<file path="src/rtl/fetch_prefetch_unit.sv">
// Instruction-fetch stage: keeps several sequential fetches in flight and buffers
// the returned words with their PCs in a small FIFO ahead of the CPU.
module fetch_prefetch_unit #(
  parameter int unsigned     XLEN     = 32,
  parameter int unsigned     DEPTH    = 4,
  parameter logic [XLEN-1:0] RESET_PC = '0
) (
  input  logic            clk,
  input  logic            reset,
  output logic            mem_req,
  output logic [XLEN-1:0] mem_addr,
  input  logic            mem_gnt,
  input  logic            mem_rvalid,
  input  logic [XLEN-1:0] mem_rdata,
  output logic            instr_valid,
  input  logic            instr_ready,
  output logic [XLEN-1:0] instr_data,
  output logic [XLEN-1:0] instr_pc,
  input  logic            redirect,
  input  logic [XLEN-1:0] redirect_pc
);

  localparam int unsigned CW = $clog2(DEPTH + 1);
  localparam int unsigned PW = $clog2(DEPTH);
  localparam logic [CW:0]   DEPTH_WIDE = (CW + 1)'(DEPTH);
  localparam logic [CW-1:0] DEPTH_CW   = CW'(DEPTH);

  logic [XLEN-1:0] fetch_pc;
  logic [XLEN-1:0] rsp_pc;
  logic [CW-1:0]   inflight;
  logic [CW-1:0]   drop_cnt;
  logic [CW-1:0]   count;
  logic [PW-1:0]   head;
  logic [PW-1:0]   tail;
  logic [XLEN-1:0] fifo_pc   [DEPTH];
  logic [XLEN-1:0] fifo_data [DEPTH];

  logic [CW:0]     used;
  logic            issue;
  logic            keep;
  logic            pop;
  logic [XLEN-1:0] target_pc;
  logic [CW-1:0]   inflight_after_rsp;

  always_comb begin
    // Credits cover both buffered words and responses that will actually be kept.
    used        = {1'b0, count} + {1'b0, inflight - drop_cnt};
    mem_req     = !reset && !redirect && (used < DEPTH_WIDE) && (inflight < DEPTH_CW);
    mem_addr    = fetch_pc;
    issue       = mem_req && mem_gnt;
    keep        = mem_rvalid && (drop_cnt == '0);
    instr_valid = (count != '0);
    pop         = instr_valid && instr_ready;
    instr_data  = instr_valid ? fifo_data[head] : '0;
    instr_pc    = instr_valid ? fifo_pc[head]   : '0;
    target_pc   = {redirect_pc[XLEN-1:2], 2'b00};
    inflight_after_rsp = inflight - CW'(mem_rvalid);
  end

  always_ff @(posedge clk) begin
    if (reset) begin
      fetch_pc <= RESET_PC;
      rsp_pc   <= RESET_PC;
      inflight <= '0;
      drop_cnt <= '0;
      count    <= '0;
      head     <= '0;
      tail     <= '0;
    end else if (redirect) begin
      fetch_pc <= target_pc;
      rsp_pc   <= target_pc;
      inflight <= inflight_after_rsp;
      drop_cnt <= inflight_after_rsp;
      count    <= '0;
      head     <= '0;
      tail     <= '0;
    end else begin
      if (issue) fetch_pc <= fetch_pc + XLEN'(4);
      inflight <= inflight + CW'(issue) - CW'(mem_rvalid);
      if (mem_rvalid && (drop_cnt != '0)) drop_cnt <= drop_cnt - CW'(1);
      if (keep) begin
        fifo_pc[tail]   <= rsp_pc;
        fifo_data[tail] <= mem_rdata;
        tail            <= tail + PW'(1);
        rsp_pc          <= rsp_pc + XLEN'(4);
      end
      if (pop) head <= head + PW'(1);
      count <= count + CW'(keep) - CW'(pop);
    end
  end

endmodule

</file>
<file path="config.mk">
export PLATFORM = sky130hd
export DESIGN_NAME = fetch_prefetch_unit
export DESIGN_NICKNAME = d
export VERILOG_FILES = /design/src/rtl/fetch_prefetch_unit.sv
export SDC_FILE = /design/constraint.sdc
export NUM_CORES = 1
export LEC_CHECK = 0
export BUFFER_PORTS_ARGS = -buffer_cell sky130_fd_sc_hd__buf_4
export CAP_MARGIN = 10
export CORE_MARGIN = 8
export CORE_UTILIZATION = 58
export CTS_CLUSTER_SIZE = 40
export DETAILED_ROUTE_END_ITERATION = 8
export PLACE_DENSITY = 0.87
export SETUP_SLACK_MARGIN = 0.02
export SYNTH_ARGS = -nofsm -noshare
export SYNTH_HDL_FRONTEND = slang
export SYNTH_SLANG_ARGS = --single-unit
</file>
<file path="constraint.sdc">
create_clock -name clk -period 4.99 [get_ports clk]
set_input_delay 0.998 -clock clk [delete_from_list [all_inputs] [get_ports clk]]
set_output_delay 0.998 -clock clk [all_outputs]
set_load 0.005 [all_outputs]
</file>
## Word level (Yosys, flattened, before mapping)

Memories as Yosys holds them, arrays and structs flattened. A register that Yosys moved wholly into a read port is not among the register bits.
Index checks and enable logic that the tools add are counted.

| storage, ports and cells | value |
|---|---|
| RAM bits | 256 |
| bits in read-only memories | 0 |
| latch bits | 0 |
| output and inout bits | 98 |
| memories kept | 2 |
| flip-flop bits (word level) | 77 |

| operators by class | value |
|---|---|
| multiply operators | 0 |
| $add $sub $neg | 12 |
| order comparisons | 2 |
| eq/ne operators | 0 |
| reduce and logical (&&, ||, !) cells | 16 |
| div/mod/pow operators | 0 |
| shifts and indexed selects | 0 |
| bitwise gates (word level) | 0 |
| mux-type cells | 17 |

Memory list:

| memory | depth | width | read ports | clocked after Yosys merged registers in | wr ports | RTL line | source |
|---|---|---|---|---|---|---|---|
| fifo_data | 4 | 32 | 1 | 1 | 1 | 36 | `logic [XLEN-1:0] fifo_data [DEPTH];` |
| fifo_pc | 4 | 32 | 1 | 1 | 1 | 35 | `logic [XLEN-1:0] fifo_pc [DEPTH];` |

Operator list:

| cell | number |
|---|---|
| 2-to-1 mux 32 bit | 6 |
| adder 32 x 3 -> 32 bit (second input constant) | 2 |
| 2-to-1 mux 3 bit | 3 |
| subtractor 3 x 1 -> 3 bit | 3 |
| 2-to-1 mux 2 bit | 4 |
| logical AND 1 bit | 7 |
| adder 3 x 1 -> 3 bit | 2 |
| nonzero test 2 bit | 3 |
| nonzero test 3 bit | 2 |
| adder 2 x 1 -> 2 bit (second input constant) | 2 |
| adder 3 x 3 -> 4 bit | 1 |
| < comparator 4 x 3 -> 1 bit (second input constant) | 1 |
| 2-to-1 mux 1 bit | 4 |
| logical NOT 3 bit | 1 |
| < comparator 3 bit (second input constant) | 1 |
| subtractor 3 x 1 -> 3 bit (second input constant) | 1 |
| subtractor 3 bit | 1 |
| logical NOT 1 bit | 2 |
| OR reduction 2 bit | 1 |

## Longest topological paths before layout

| logic depth | value |
|---|---|
| depth after elaboration | 9 |
| mapped depth | 20 |
| mapped depth without buffers | 18 |

## Worst setup path before layout

OpenSTA, ideal clock, no wires.

| timing path | value |
|---|---|
| kind | reg2reg |
| start point | register inflight[0] |
| end point | register inflight[2] |
| arrival time | 3.640 ns |
| data required time | 4.862 ns |
| path slack | 1.223 ns |
| path buffers | 2 |
| clock period less this slack | 3.767 ns |
| library setup time | 0.128 ns |
| cell stages (with the launch flop) | 21 |
| cells stage by stage | dfxtp_1 > inv_1 > ha_1 > inv_1 > fa_1 > xor2_1 > xnor2_1 > ha_1 > nor4_2 > and4b_1 > buf_6 > inv_4 > clkbuf_1 > ha_1 > inv_1 > ha_1 > fa_1 > xor2_1 > o21ai_0 > xnor2_1 > nor2_1 |

| between the ends | value |
|---|---|
| word-level cells in the longest chain between the ends | 9 |

Ends and longest elaborated chain:

| element | RTL line | source |
|---|---|---|
| start: declaration | 30 | `logic [CW-1:0] inflight;` |
| start signal: assignment | 72 | `inflight <= inflight_after_rsp;` |
| start signal: assignment | 79 | `inflight <= inflight + CW'(issue) - CW'(mem_rvalid);` |
| subtractor 3 bit | 47 | `used = {1'b0, count} + {1'b0, inflight - drop_cnt};` |
| adder 3 x 3 -> 4 bit | 47 |  |
| < comparator 4 x 3 -> 1 bit | 48 | `mem_req = !reset && !redirect && (used < DEPTH_WIDE) && (inflight < DEPTH_CW);` |
| logical AND 1 bit (2 in series) | 48 |  |
| logical AND 1 bit | 50 | `issue = mem_req && mem_gnt;` |
| adder 3 x 1 -> 3 bit | 79 |  |
| subtractor 3 x 1 -> 3 bit | 79 |  |
| 2-to-1 mux 3 bit * | 69 | `end else if (redirect) begin` |

Mark *: on every way between the ends. The rest lies on a longest branch, timed or not.
A chain may end at the register's enable or synchronous reset.

## Worst setup path in the final report

Ends and elaborated chain as after synthesis.

==> flow_metrics.py <==
metrics = {
    "run_status": {
        "status": "finished clean",
    },
    "detailed_routing": {
        "drt_iter0_drc": 632,
        "firstDrtPassIters": 5,
        "wl_mm": 29.0,
        "num_vias": 8196,
        "drc": 0,
        "routedWlPerCell_um": 20.4,
        "viasPerCell": 5.78,
        "drtAntennaViolNets": 0,
    },
    "worst_setup_path": {
        "cp-start-kind": "flop",
        "reg2regPathDepth": 19,
        "crit_path_frequent_cell": "ha_1",
        "worstReg2RegStart": "inflight[0]$_SDFF_PP0_",
        "worstSetupStartpoint": "inflight[0]$_SDFF_PP0_",
        "worstPathCellList": "inv_1 -> ha_1 -> inv_1 -> fa_1 -> xor2_1 -> xnor2_1 -> ha_1 -> nor4_2 -> and4b_1 -> buf_4 -> inv_4 -> ha_1 -> inv_1 -> ha_1 -> fa_1 -> xor2_1 -> o21ai_0 -> xnor2_1 -> nor2_1",
        "worstPathRequired_ns": 5.42,
        "worstSetupEndpointType": "flop",
        "ff2ff_setup_slack_ns": 0.87,
        "path_max_fanout": 27,
        "cpMaxStageDelayCell": "fa_1",
        "crit_type": "flop to flop",
        "r2r_end": "inflight[2]$_SDFF_PP0_",
        "max_stage_delay_ns": 0.38,
        "arrival_ns": 4.55,
    },
    "clocking": {
        "clk_pin_slew_worst_paths_ns": 0.07,
        "ctsHoldBuffers": 0,
        "cts_root_buffer": "clkbuf_16",
        "cts_resized": 0,
        "cts_buffers": 31,
        "post-cts-setup-buffers": 0,
        "htree_levels": 1,
        "cts_tree": "yes",
        "clock_sinks": 323,
        "clockBufferDepth": 3,
        "clk_latency_ns": 0.56,
    },
    "timing": {
        "setup_viol": 0,
        "slew_headroom": 0.265,
        "fin_hold_ws_ns": 0.520,
        "fin_tns_setup_ns": 0,
        "min_period_over_period": 0.825,
        "worst_pin_slew_ns": 1.09,
        "fmax_mhz": 243,
        "skew_ns": 0.0197,
        "drv_slew": 0,
        "hold_viol": 0,
        "rsz0062_at_grt": "no",
        "fin_crit_ns": 4.12,
    },
    "yosys": {
        "syn_avg_cell_area_um2": 14.8,
        "synth-compound-area-share": 0.0545,
        "synth-edff-count": 248,
        "syn-cell-area_um2": 13700,
        "synthArstFlopShare": 0,
        "synth_top_family_by_area": "simple AND/OR/NAND/NOR gates",
        "synthMuxAreaShare": 0.103,
        "synthXorXnorAreaFrac": 0.0295,
        "yosysTopAreaCell": "edfxtp_1",
        "yosysSeqAreaShare": 0.655,
        "synthAdderAreaFrac": 0.0200,
        "yosysWarnings": 0,
        "synth_cell_types": 55,
        "synth.top_cell.area_share": 0.545,
        "synth_flop_cell": "edfxtp_1",
        "synthSimpleGateAreaFrac": 0.110,
        "ys_ff_latch": 323,
        "synth_area_leaders": "edfxtp_1, dfxtp_1, mux4_2, and2_1, ha_1",
        "syn_inst": 921,
    },
    "placement": {
        "io_buffers": 161,
        "gp_congestion": 0.876,
        "placed_area_um2": 15200,
        "dp_hpwl_mm": 17.9,
    },
    "die": {
        "std_cell_rows": 56,
        "initial_utilization": 0.587,
        "io_pins": 168,
        "dieArea_um2": 28700,
        "die_x_um": 169,
        "core_um2": 23300,
        "die_h_um": 169,
    },
    "cells_and_area": {
        "drive_above_1_share": 0.279,
        "multi_input_area_um2": 4350,
        "antennaDiodeCount": 0,
        "area_growth_syn_to_layout_pct": 18.5,
        "regArea_um2": 8950,
        "final.fill_count": 1602,
        "final_cell_area_um2": 16200,
        "fin_nets": 1163,
    },
    "grt": {
        "grt_pass1_vias": 8351,
        "grt_max_degree": 65,
        "grt_pass1_wl_mm": 45.5,
        "globalRouteTotalUtil": 0.200,
        "grt-ovfl-total": 0,
        "antenna_found_initial": 0,
    },
    "flow_run": {
        "drv_cap": 0,
    },
    "power": {
        "vdd_drop_max_mv": 0.316,
        "p_leak_nw": 5.63,
        "powerDensity_nw_per_um2": 371,
    },
    "hold_path": {
        "hold_path.class": "flop to flop",
        "hp-start": "mem_addr[30]$_SDFFE_PP0P_",
        "worst_hold_path.endpoint": "mem_addr[30]$_SDFFE_PP0P_",
        "min_path_cells": 2,
    },
}
==> registers in the layout, indices dropped and copies added (netlist names), named ones only <==
register	cells
rsp_pc	30
fifo_pc	120
head	2
inflight	3
count	3
drop_cnt	3
fifo_data	128
mem_addr	30
tail	2
==> routing by layer <==
metal	track usage	routed length, um
met3	0.0419	2270
met4	0.0423	454
met2	0.330	13900
met5	0	0
met1	0.271	12400
==> Yosys cell counts (3+ instances only) <==
master / instances
or3_1: 10
fa_1: 3
a21o_1: 3
clkbuf_1: 39
a21boi_0: 8
nand2b_1: 3
nor4_1: 3
nor3_2: 4
buf_2: 9
nand4_1: 27
mux4_2: 62
o21a_1: 3
and2_1: 70
nor2_1: 39
a211oi_1: 15
ha_1: 17
o211ai_1: 8
and4_1: 4
nand2_1: 42
nor3_1: 10
xor2_1: 23
nor4_2: 4
and3_1: 10
a21oi_1: 27
a21boi_1: 5
a31oi_1: 19
nand3_1: 21
or4_1: 4
buf_4: 4
xnor2_1: 23
edfxtp_1: 248
o21ai_0: 17
inv_1: 30
dfxtp_1: 75
==> critical path: cells and delay by family (launching register included) <==
family,cells,cell delay [ns]
adders and majority gates,6,1.65
xor gates and xnor gates,4,0.66
buffers and inverters,5,0.60
and+or+nand+nor,3,0.54
DFF,1,0.31
AOI/OAI and AO/OA,1,0.19
==> area by class of cell <==
class                      instances  area share
sequential                       323       0.553
clock inverter                    19      0.0119
timing repair buffer             171      0.0824
multi-input combinational        514       0.269
tap                              319      0.0247
inverter                          32     0.00758
clock buffer                      39      0.0510
==> worst max path at each step <==
stage,end,depth (start not counted)
floorplan,inflight[2]$_SDFF_PP0_,20
global placement,inflight[2]$_SDFF_PP0_,19
detailed placement,inflight[2]$_SDFF_PP0_,19
CTS,inflight[2]$_SDFF_PP0_,19
global route,inflight[2]$_SDFF_PP0_,19
finish,inflight[2]$_SDFF_PP0_,19
==> power by group <==
part,total [mW],switching (mW),internal [mW]
clock network,2.32,0.987,1.33
logic,0.634,0.303,0.330
registers,3.06,0.0898,2.97
total,6.01,1.38,4.63
==> cells by family after synthesis <==
family | Yosys count
flip-flops | 323
AND/OR/NAND/NOR | 265
AO/OA/AOI/OAI | 116
buffers and inverters | 87
multiplexers | 63
XOR/XNOR | 46
adder cells (fa/ha/maj) | 20
other | 1
==> per-stage QoR <==
stage | power, mW | utilization | cells | worst slack, ns
2_1_floorplan | 3.44 | - | 924 | 1.22
3_3_place_gp | 3.73 | 0.652 | 1359 | 0.979
3_5_place_dp | 3.75 | 0.652 | 1359 | 0.919
4_1_cts | 6.06 | 0.696 | 1417 | 0.824
5_1_grt | 6.24 | 0.696 | 1417 | 0.641
6_report | 6.01 | 0.696 | 1417 | 0.872
==> placed cells by master (no fill, tap or decap), types with 27 or more instances in the layout <==
cell       count
a21oi_1       27
and2_1        70
buf_4        167
clkbuf_16     31
dfxtp_1       73
edfxtp_1     248
inv_1         30
mux4_2        62
nand2_1       42
nand4_1       27
nor2_1        39
No activity file was read; power rests on OpenSTA's default activity.
